===== config.mk =====
export PLATFORM = sky130hd
export DESIGN_NAME = outbuff_seq
export DESIGN_NICKNAME = d
export VERILOG_FILES = /design/src/rtl/outbuff_seq_pack.sv /design/src/rtl/outbuff_edge_cnt.sv /design/src/rtl/outbuff_seq.sv
export SDC_FILE = /design/constraint.sdc
export NUM_CORES = 1
export LEC_CHECK = 0
export CAP_MARGIN = 30
export CELL_PAD_IN_SITES_DETAIL_PLACEMENT = 0
export CELL_PAD_IN_SITES_GLOBAL_PLACEMENT = 1
export CORE_MARGIN = 5
export CORE_UTILIZATION = 39
export CTS_CLUSTER_DIAMETER = 40
export DETAILED_ROUTE_END_ITERATION = 7
export MAX_ROUTING_LAYER = met4
export PLACE_DENSITY = 0.78
export SETUP_SLACK_MARGIN = 0.2
export SYNTH_ARGS = -nofsm -noshare
export SYNTH_HDL_FRONTEND = slang
export SYNTH_SLANG_ARGS = --single-unit

===== constraint.sdc =====
create_clock -name clk -period 2.6 [get_ports clk]
set_clock_uncertainty 0.2 [all_clocks]
set_input_delay 0.52 -clock clk [delete_from_list [all_inputs] [get_ports clk]]
set_output_delay 0.52 -clock clk [all_outputs]
set_load 0.05 [all_outputs]

===== src/rtl/outbuff_seq_pack.sv =====
// Shared state encoding and default widths for the output-buffer reconfiguration sequencer.
package outbuff_seq_pack;

  localparam int OUTBUFF_N_SEL    = 4;
  localparam int OUTBUFF_N_DIV    = 3;
  localparam int OUTBUFF_N_WAIT   = 8;
  localparam int OUTBUFF_WIN_LOG2 = 10;

  typedef enum logic [2:0] {
    IDLE,
    GATE,
    SWITCH,
    SETTLE,
    MEAS
  } outbuff_seq_state_t;

endpackage


===== src/rtl/outbuff_edge_cnt.sv =====
// Synchronizes mon_clk into clk, detects rising edges and counts them with saturation.
// Detection latency is 3 clk cycles (two sync flops plus the edge-detect flop).
module outbuff_edge_cnt #(
  parameter int WIN_LOG2 = 10
) (
  input  logic                clk,
  input  logic                rstb,
  input  logic                mon_clk,
  input  logic                clr,
  input  logic                cnt_en,
  output logic [WIN_LOG2-1:0] count
);

  logic sync1, sync2, prev;
  logic rise;

  assign rise = sync2 & ~prev;

  always_ff @(posedge clk or negedge rstb) begin
    if (!rstb) begin
      sync1 <= 1'b0;
      sync2 <= 1'b0;
      prev  <= 1'b0;
      count <= '0;
    end else begin
      sync1 <= mon_clk;
      sync2 <= sync1;
      prev  <= sync2;
      if (clr) begin
        count <= '0;
      end else if (cnt_en && rise && (count != '1)) begin
        count <= count + WIN_LOG2'(1);
      end
    end
  end

endmodule


===== src/rtl/outbuff_seq.sv =====
// Sequences sel/ndiv/en changes to the output buffer as gate, switch, settle, re-enable.
// OUTBUFF_SEQ_FREQ_CHECK_EN adds a MEAS state that counts mon_clk edges over 2^WIN_LOG2 cycles.
module outbuff_seq
  import outbuff_seq_pack::*;
#(
  parameter int N_SEL    = OUTBUFF_N_SEL,
  parameter int N_DIV    = OUTBUFF_N_DIV,
  parameter int N_WAIT   = OUTBUFF_N_WAIT,
  parameter int WIN_LOG2 = OUTBUFF_WIN_LOG2
) (
  input  logic                clk,
  input  logic                rstb,
  input  logic                req_valid,
  output logic                req_ready,
  input  logic [N_SEL-1:0]    req_sel,
  input  logic [N_DIV-1:0]    req_ndiv,
  input  logic                req_en,
  input  logic [N_WAIT-1:0]   settle_cycles,
  input  logic                mon_clk,
  output logic [N_SEL-1:0]    sel_outbuff,
  output logic [N_DIV-1:0]    ndiv_outbuff,
  output logic                en_outbuff,
  output logic                busy,
  output logic                done,
  output logic [WIN_LOG2-1:0] edge_cnt,
  output logic                cnt_valid
);

  outbuff_seq_state_t state, state_n;

  logic [N_WAIT-1:0] wait_cnt, wait_n;
  logic [N_WAIT-1:0] s_m1, s_m1_n;
  logic [N_SEL-1:0]  lat_sel, lat_sel_n, sel_n;
  logic [N_DIV-1:0]  lat_ndiv, lat_ndiv_n, ndiv_n;
  logic              lat_en, lat_en_n, en_n, done_n;

`ifdef OUTBUFF_SEQ_FREQ_CHECK_EN
  logic [WIN_LOG2-1:0] win_cnt, win_n, edge_n, count;
  logic                cnt_valid_n, clr, cnt_en;

  outbuff_edge_cnt #(.WIN_LOG2(WIN_LOG2)) u_edge_cnt (
    .clk     (clk),
    .rstb    (rstb),
    .mon_clk (mon_clk),
    .clr     (clr),
    .cnt_en  (cnt_en),
    .count   (count)
  );

  always_ff @(posedge clk or negedge rstb) begin
    if (!rstb) begin
      win_cnt   <= '0;
      edge_cnt  <= '0;
      cnt_valid <= 1'b0;
    end else begin
      win_cnt   <= win_n;
      edge_cnt  <= edge_n;
      cnt_valid <= cnt_valid_n;
    end
  end
`else
  wire unused_mon_clk = mon_clk;
  assign edge_cnt  = '0;
  assign cnt_valid = 1'b0;
`endif

  assign busy      = (state != IDLE);
  assign req_ready = (state == IDLE);

  always_ff @(posedge clk or negedge rstb) begin
    if (!rstb) begin
      state        <= IDLE;
      wait_cnt     <= '0;
      s_m1         <= '0;
      lat_sel      <= '0;
      lat_ndiv     <= '0;
      lat_en       <= 1'b0;
      sel_outbuff  <= '0;
      ndiv_outbuff <= '0;
      en_outbuff   <= 1'b0;
      done         <= 1'b0;
    end else begin
      state        <= state_n;
      wait_cnt     <= wait_n;
      s_m1         <= s_m1_n;
      lat_sel      <= lat_sel_n;
      lat_ndiv     <= lat_ndiv_n;
      lat_en       <= lat_en_n;
      sel_outbuff  <= sel_n;
      ndiv_outbuff <= ndiv_n;
      en_outbuff   <= en_n;
      done         <= done_n;
    end
  end

  always_comb begin
    state_n    = state;
    wait_n     = wait_cnt;
    s_m1_n     = s_m1;
    lat_sel_n  = lat_sel;
    lat_ndiv_n = lat_ndiv;
    lat_en_n   = lat_en;
    sel_n      = sel_outbuff;
    ndiv_n     = ndiv_outbuff;
    en_n       = en_outbuff;
    done_n     = 1'b0;
`ifdef OUTBUFF_SEQ_FREQ_CHECK_EN
    win_n       = win_cnt;
    edge_n      = edge_cnt;
    cnt_valid_n = 1'b0;
    clr         = 1'b0;
    cnt_en      = 1'b0;
`endif
    case (state)
      IDLE: begin
        if (req_valid) begin
          // A zero settle count still gates for one cycle.
          s_m1_n     = (settle_cycles == '0) ? '0 : settle_cycles - N_WAIT'(1);
          wait_n     = (settle_cycles == '0) ? '0 : settle_cycles - N_WAIT'(1);
          lat_sel_n  = req_sel;
          lat_ndiv_n = req_ndiv;
          lat_en_n   = req_en;
          en_n       = 1'b0;
          state_n    = GATE;
        end
      end
      GATE: begin
        if (wait_cnt == '0) state_n = SWITCH;
        else                wait_n  = wait_cnt - N_WAIT'(1);
      end
      SWITCH: begin
        sel_n  = lat_sel;
        ndiv_n = lat_ndiv;
        if (lat_en) begin
          wait_n  = s_m1;
          state_n = SETTLE;
        end else begin
          done_n  = 1'b1;
          state_n = IDLE;
        end
      end
      SETTLE: begin
        if (wait_cnt == '0) begin
          en_n = 1'b1;
`ifdef OUTBUFF_SEQ_FREQ_CHECK_EN
          clr     = 1'b1;
          win_n   = '0;
          state_n = MEAS;
`else
          done_n  = 1'b1;
          state_n = IDLE;
`endif
        end else begin
          wait_n = wait_cnt - N_WAIT'(1);
        end
      end
`ifdef OUTBUFF_SEQ_FREQ_CHECK_EN
      MEAS: begin
        cnt_en = 1'b1;
        win_n  = win_cnt + WIN_LOG2'(1);
        if (win_cnt == '1) begin
          edge_n      = count;
          cnt_valid_n = 1'b1;
          done_n      = 1'b1;
          state_n     = IDLE;
        end
      end
`endif
      default: state_n = IDLE;
    endcase
  end

endmodule


# Word level (Yosys, flattened, before mapping)
# Cells that the tools add are included.
# op_classes
shifts	0
magnitude_cmp	0
div	0
mux	16
add_sub_neg	2
n_eq_ne	8
reduce_logical	11
mul	0
n_bitwise	0
# ops
op	n
$mux 8	4
$pmux 8 s3	1
$logic_not 8->1	2
$sub 8x1->8 const B	2
$pmux 3 s4	1
$ne 2x2->1 const B	5
$mux 3	3
$eq 3x2->1 const B	2
$reduce_and 3->1	2
$reduce_bool 3->1	2
$mux 1	4
$pmux 1 s2	2
$reduce_and 4->1	1
$eq 3x1->1 const B	1
$logic_not 3->1	1
$mux 2	1
$reduce_and 2->1	1
$reduce_bool 2->1	1
$reduce_or 2->1	1
# word_totals
latch_bits	0
mem_bits_rw	0
inputBits	20
memories	0
output_inout_bits	22
rom_bits	0
register_bits	36
word_cells	47

# Logic depth before layout (Yosys ltp)
# logic_depth
depth_word	4
mapped_depth	7
mapped_depth_nobuf	6

# Least setup slack after synthesis
# No wires, ideal clock.
# synth_path
path_type	reg2reg
from	reg state[1]
to	reg s_m1[2]
path_slack_ns	0.431
t_arrival_ns	1.904
setup_time_ns	0.066
path_stages_with_launch	7
required_ns	2.334
period_less_slack_ns	2.169
n_path_buf	1
cell_sequence	dfrtp_1 or2_1 inv_2 nand2_2 buf_2 a31oi_1 a22o_1
# synth_between
elab_chain_cells	2
# synth_rtl
item	line_no	source
start: declaration	outbuff_seq.sv:29	outbuff_seq_state_t state, state_n;
start signal: assignment	outbuff_seq.sv:83	state <= state_n;
$logic_not 3->1	n/a	
via req_ready	outbuff_seq.sv:14	output logic req_ready,
$reduce_and 2->1 (no source line)	n/a	
end signal: assignment	outbuff_seq.sv:85	s_m1 <= s_m1_n;
end: declaration	outbuff_seq.sv:32	logic [N_WAIT-1:0] s_m1, s_m1_n;
# The timed path passes the listed nets, and every way through them passes these cells.
# A chain may end at the register's enable or synchronous reset.

# Worst setup path in the final report
# layout_path
from	in settle_cycles[0]
to	reg wait_cnt[3]
# layout_between
elab_chain_cells	4
word_cells_on_any_way	5
classes_between	add/sub (1); mux (3); reduce/logical (1)
# layout_rtl
item	line_no	source
start: declaration	outbuff_seq.sv:18	input logic [N_WAIT-1:0] settle_cycles,
$sub 8x1->8 / $logic_not 8->1 (equally long branches)	outbuff_seq.sv:119	wait_n = (settle_cycles == '0) ? '0 : settle_cycles - N_WAIT'(1);
$mux 8 (*)	outbuff_seq.sv:119	
$mux 8 (*)	outbuff_seq.sv:116	if (req_valid) begin
$pmux 8 s3 (*)	outbuff_seq.sv:114	case (state)
end signal: assignment	outbuff_seq.sv:84	wait_cnt <= wait_n;
end: declaration	outbuff_seq.sv:31	logic [N_WAIT-1:0] wait_cnt, wait_n;
# Mark *: on every way between the ends. The rest lies on a longest branch, timed or not. The select of a mux whose other input is x is not followed.

==> impl_metrics.env <==
export IMPL_path_clk_slew_ps=70
export IMPL_num_vias=1393
export IMPL_crit_family="compound AO/OA/AOI/OAI gates"
export IMPL_critPathBufInv=2
export IMPL_cpPeakStageDelay_ps=420
export IMPL_critPathKind="input pin to register"
export IMPL_die_x_um=80.2
export IMPL_synth_seq_cells=35
export IMPL_multiInputGateArea_um2=936
export IMPL_min_period_over_period_pct=84.1
export IMPL_top_layer_used="met4"
export IMPL_grt_max_degree=36
export IMPL_final_common_cell="dfrtp_1"
export IMPL_post_place_ws_ps=117
export IMPL_cp_max_fo=8
export IMPL_setup_violations=0
export IMPL_end_kind="register"
export IMPL_power_mw=2.30
export IMPL_die_h_um=80.2
export IMPL_grtUsageTotal_pct=13.5
export IMPL_run_status="completed"
export IMPL_fmax_mhz=458
export IMPL_async_flop_share_pct=100
export IMPL_rsz0062_at_grt="no"
export IMPL_worstHoldPathType="register to register"
export IMPL_worst_setup_path_start_kind="input pin"
export IMPL_cp_slowest_cell="clkdlybuf4s50_1"
export IMPL_portBuffers=29
export IMPL_cts_buffer_depth=2
export IMPL_fin_nets=238
export IMPL_setup_tns_final_ps=0
export IMPL_wl_per_cell_um=13.4
export IMPL_coreArea_um2=4750
export IMPL_wl_met2_mm=1.82
export IMPL_synth_area_per_cell_um2=10.9
export IMPL_grt_pass1_vias=1379
export IMPL_die_area_um2=6420
export IMPL_drv_slew=0
export IMPL_cts_resized=0
export IMPL_yosysWarningCount=0
export IMPL_viasPerCell=4.92
export IMPL_insertion_delay_ps=280
export IMPL_drt_antenna_violating_nets=0
export IMPL_drive_gt1_share_pct=13.4
export IMPL_met1_length_mm=1.77
export IMPL_drc_errors=0
export IMPL_grt_pass1_wl_mm=6.64
export IMPL_antenna_found_initial=0
export IMPL_ys_seq_area_share_pct=45.6
export IMPL_post_cts_buffers=0
export IMPL_finalWirelength_mm=3.81
export IMPL_dr_pass1_iters=4
export IMPL_drt_initial_drc_count=77
export IMPL_htree_levels=2
export IMPL_arrival_ps=2160
export IMPL_synth_cell_types=48
export IMPL_worstPathCellList="clkdlybuf4s50_1 > inv_1 > ha_1 > a31oi_2 > a221o_1 > mux2_4"
export IMPL_final_seq_area_um2=876
export IMPL_setup_slack_ps=414
export IMPL_cts_tree="built"
export IMPL_io_pins=42
export IMPL_start_util_pct=40.4
export IMPL_num_rows=25
export IMPL_num_antenna_cells=0
export IMPL_power_density_nw_per_um2=962
export IMPL_globalplace_congestion=0.774
export IMPL_cts_root_buffer="clkbuf_8"
export IMPL_cts_made_buffers=5
export IMPL_layout_min_cycle_time_ps=2190
export IMPL_final_cell_mix="35 x dfrtp_1, 27 x clkdlybuf4s50_1, 16 x mux2_1"
export IMPL_syn_to_final_growth_pct=24.8
export IMPL_hpwl_mm=2.94
export IMPL_drv_cap=0
export IMPL_syn_inst=176
export IMPL_slew_headroom_pct=58.6
export IMPL_power_leakage_nw=1.09
export IMPL_grt_overflow=0
export IMPL_final_hold_violation_count=0
export IMPL_syn_area_um2=1920
export IMPL_synthFlopType="dfrtp_1"
export IMPL_required_ps=2570
export IMPL_clock_sinks=35
export IMPL_synth_edf_count=0
export IMPL_worstMarginPinSlew_ps=620
export IMPL_ctsHoldBuffers=0
export IMPL_met3_wirelength_um=156
export IMPL_fill_cells=465
export IMPL_irDropWorstVdd_mv=0.358
## power by group
group,internal [mW],total [mW],switching [mW]
combinational,0.446,0.955,0.509
sequential,0.763,0.971,0.207
clock,0.187,0.378,0.191
total,1.40,2.30,0.907
## cells in the mapped netlist (2+ instances only)
cell type  number  area share [%]
nand2_1        15             2.9
o21ai_0         3            0.78
a22o_1          2            0.91
xnor2_1         2            0.91
mux2_1         16             9.4
inv_1           8             1.6
nor2b_1         3            0.98
nor3_1          3            0.78
ha_1            3             2.0
a41oi_1         2            0.91
dfrtp_1        35              46
buf_4          12             4.7
a21oi_1         9             2.3
nor2_1          6             1.2
nor3b_1         2            0.78
inv_2           2            0.39
clkbuf_1        2            0.39
buf_2           2            0.52
nand2b_1        2            0.65
xor2_1          3             1.4
mux2i_1         4             2.1
nor4_4          2             2.2
o21ai_1         7             1.8
a21boi_0        2            0.78
a222oi_1        3             1.6
a31oi_1         4             1.3
## flip-flops by register name, summed over array words and instances (netlist names)
name          count
ndiv_outbuff      3
done              1
wait_cnt          8
lat_en            1
lat_sel           4
lat_ndiv          3
s_m1              8
en_outbuff        1
state             2
sel_outbuff       4
## path summary, 6_finish.rpt
kind                                         start                          end  slack [ps]  depth (start not counted)
min in group asynchronous                     rstb      lat_ndiv[0]$_DFFE_PN0P_         440                          2
max                               settle_cycles[0]      wait_cnt[3]$_DFFE_PN0P_         410                          6
max in group asynchronous                     rstb          s_m1[3]$_DFFE_PN0P_        1440                          2
min                        lat_ndiv[0]$_DFFE_PN0P_  ndiv_outbuff[0]$_DFFE_PN0P_         290                          1
min reg2reg                lat_ndiv[0]$_DFFE_PN0P_  ndiv_outbuff[0]$_DFFE_PN0P_         290                          1
max reg2reg                wait_cnt[2]$_DFFE_PN0P_      wait_cnt[7]$_DFFE_PN0P_         540                          4
## layout make-up
cell class,instances,area share [%]
clock buffer,6,3.03
clock inverter,2,0.522
inverter,10,1.57
multi-input combinational,125,39.1
sequential,35,36.6
tap,67,3.50
timing repair buffer,38,15.8
## routing by layer
layer  vias up  GRT usage [%]
li1        688              -
met1       668           17.9
met2        32           20.8
met3         5           2.69
met4         0           4.56
met5         -              -
## metrics by stage
step,hold slack (ps),utilization [%],instances,cell area (um2)
after floorplan,24.4,-,186,1960
after global placement,266,48.6,275,2310
after detailed placement,273,48.6,275,2310
after CTS,290,50.4,283,2400
after global routing,304,50.4,283,2400
final,286,50.4,283,2400
## kinds of logic after synthesis
| group | synth area share, % |
|---|---|
| mux | 12.8 |
| flops | 45.6 |
| buf+inv | 7.56 |
| compound gates | 14.1 |
| other cells | 0.195 |
| simple gates | 15.4 |
| fa+ha+maj | 1.96 |
| xor+xnor | 2.28 |
No activity file was read; power rests on OpenSTA's default activity.
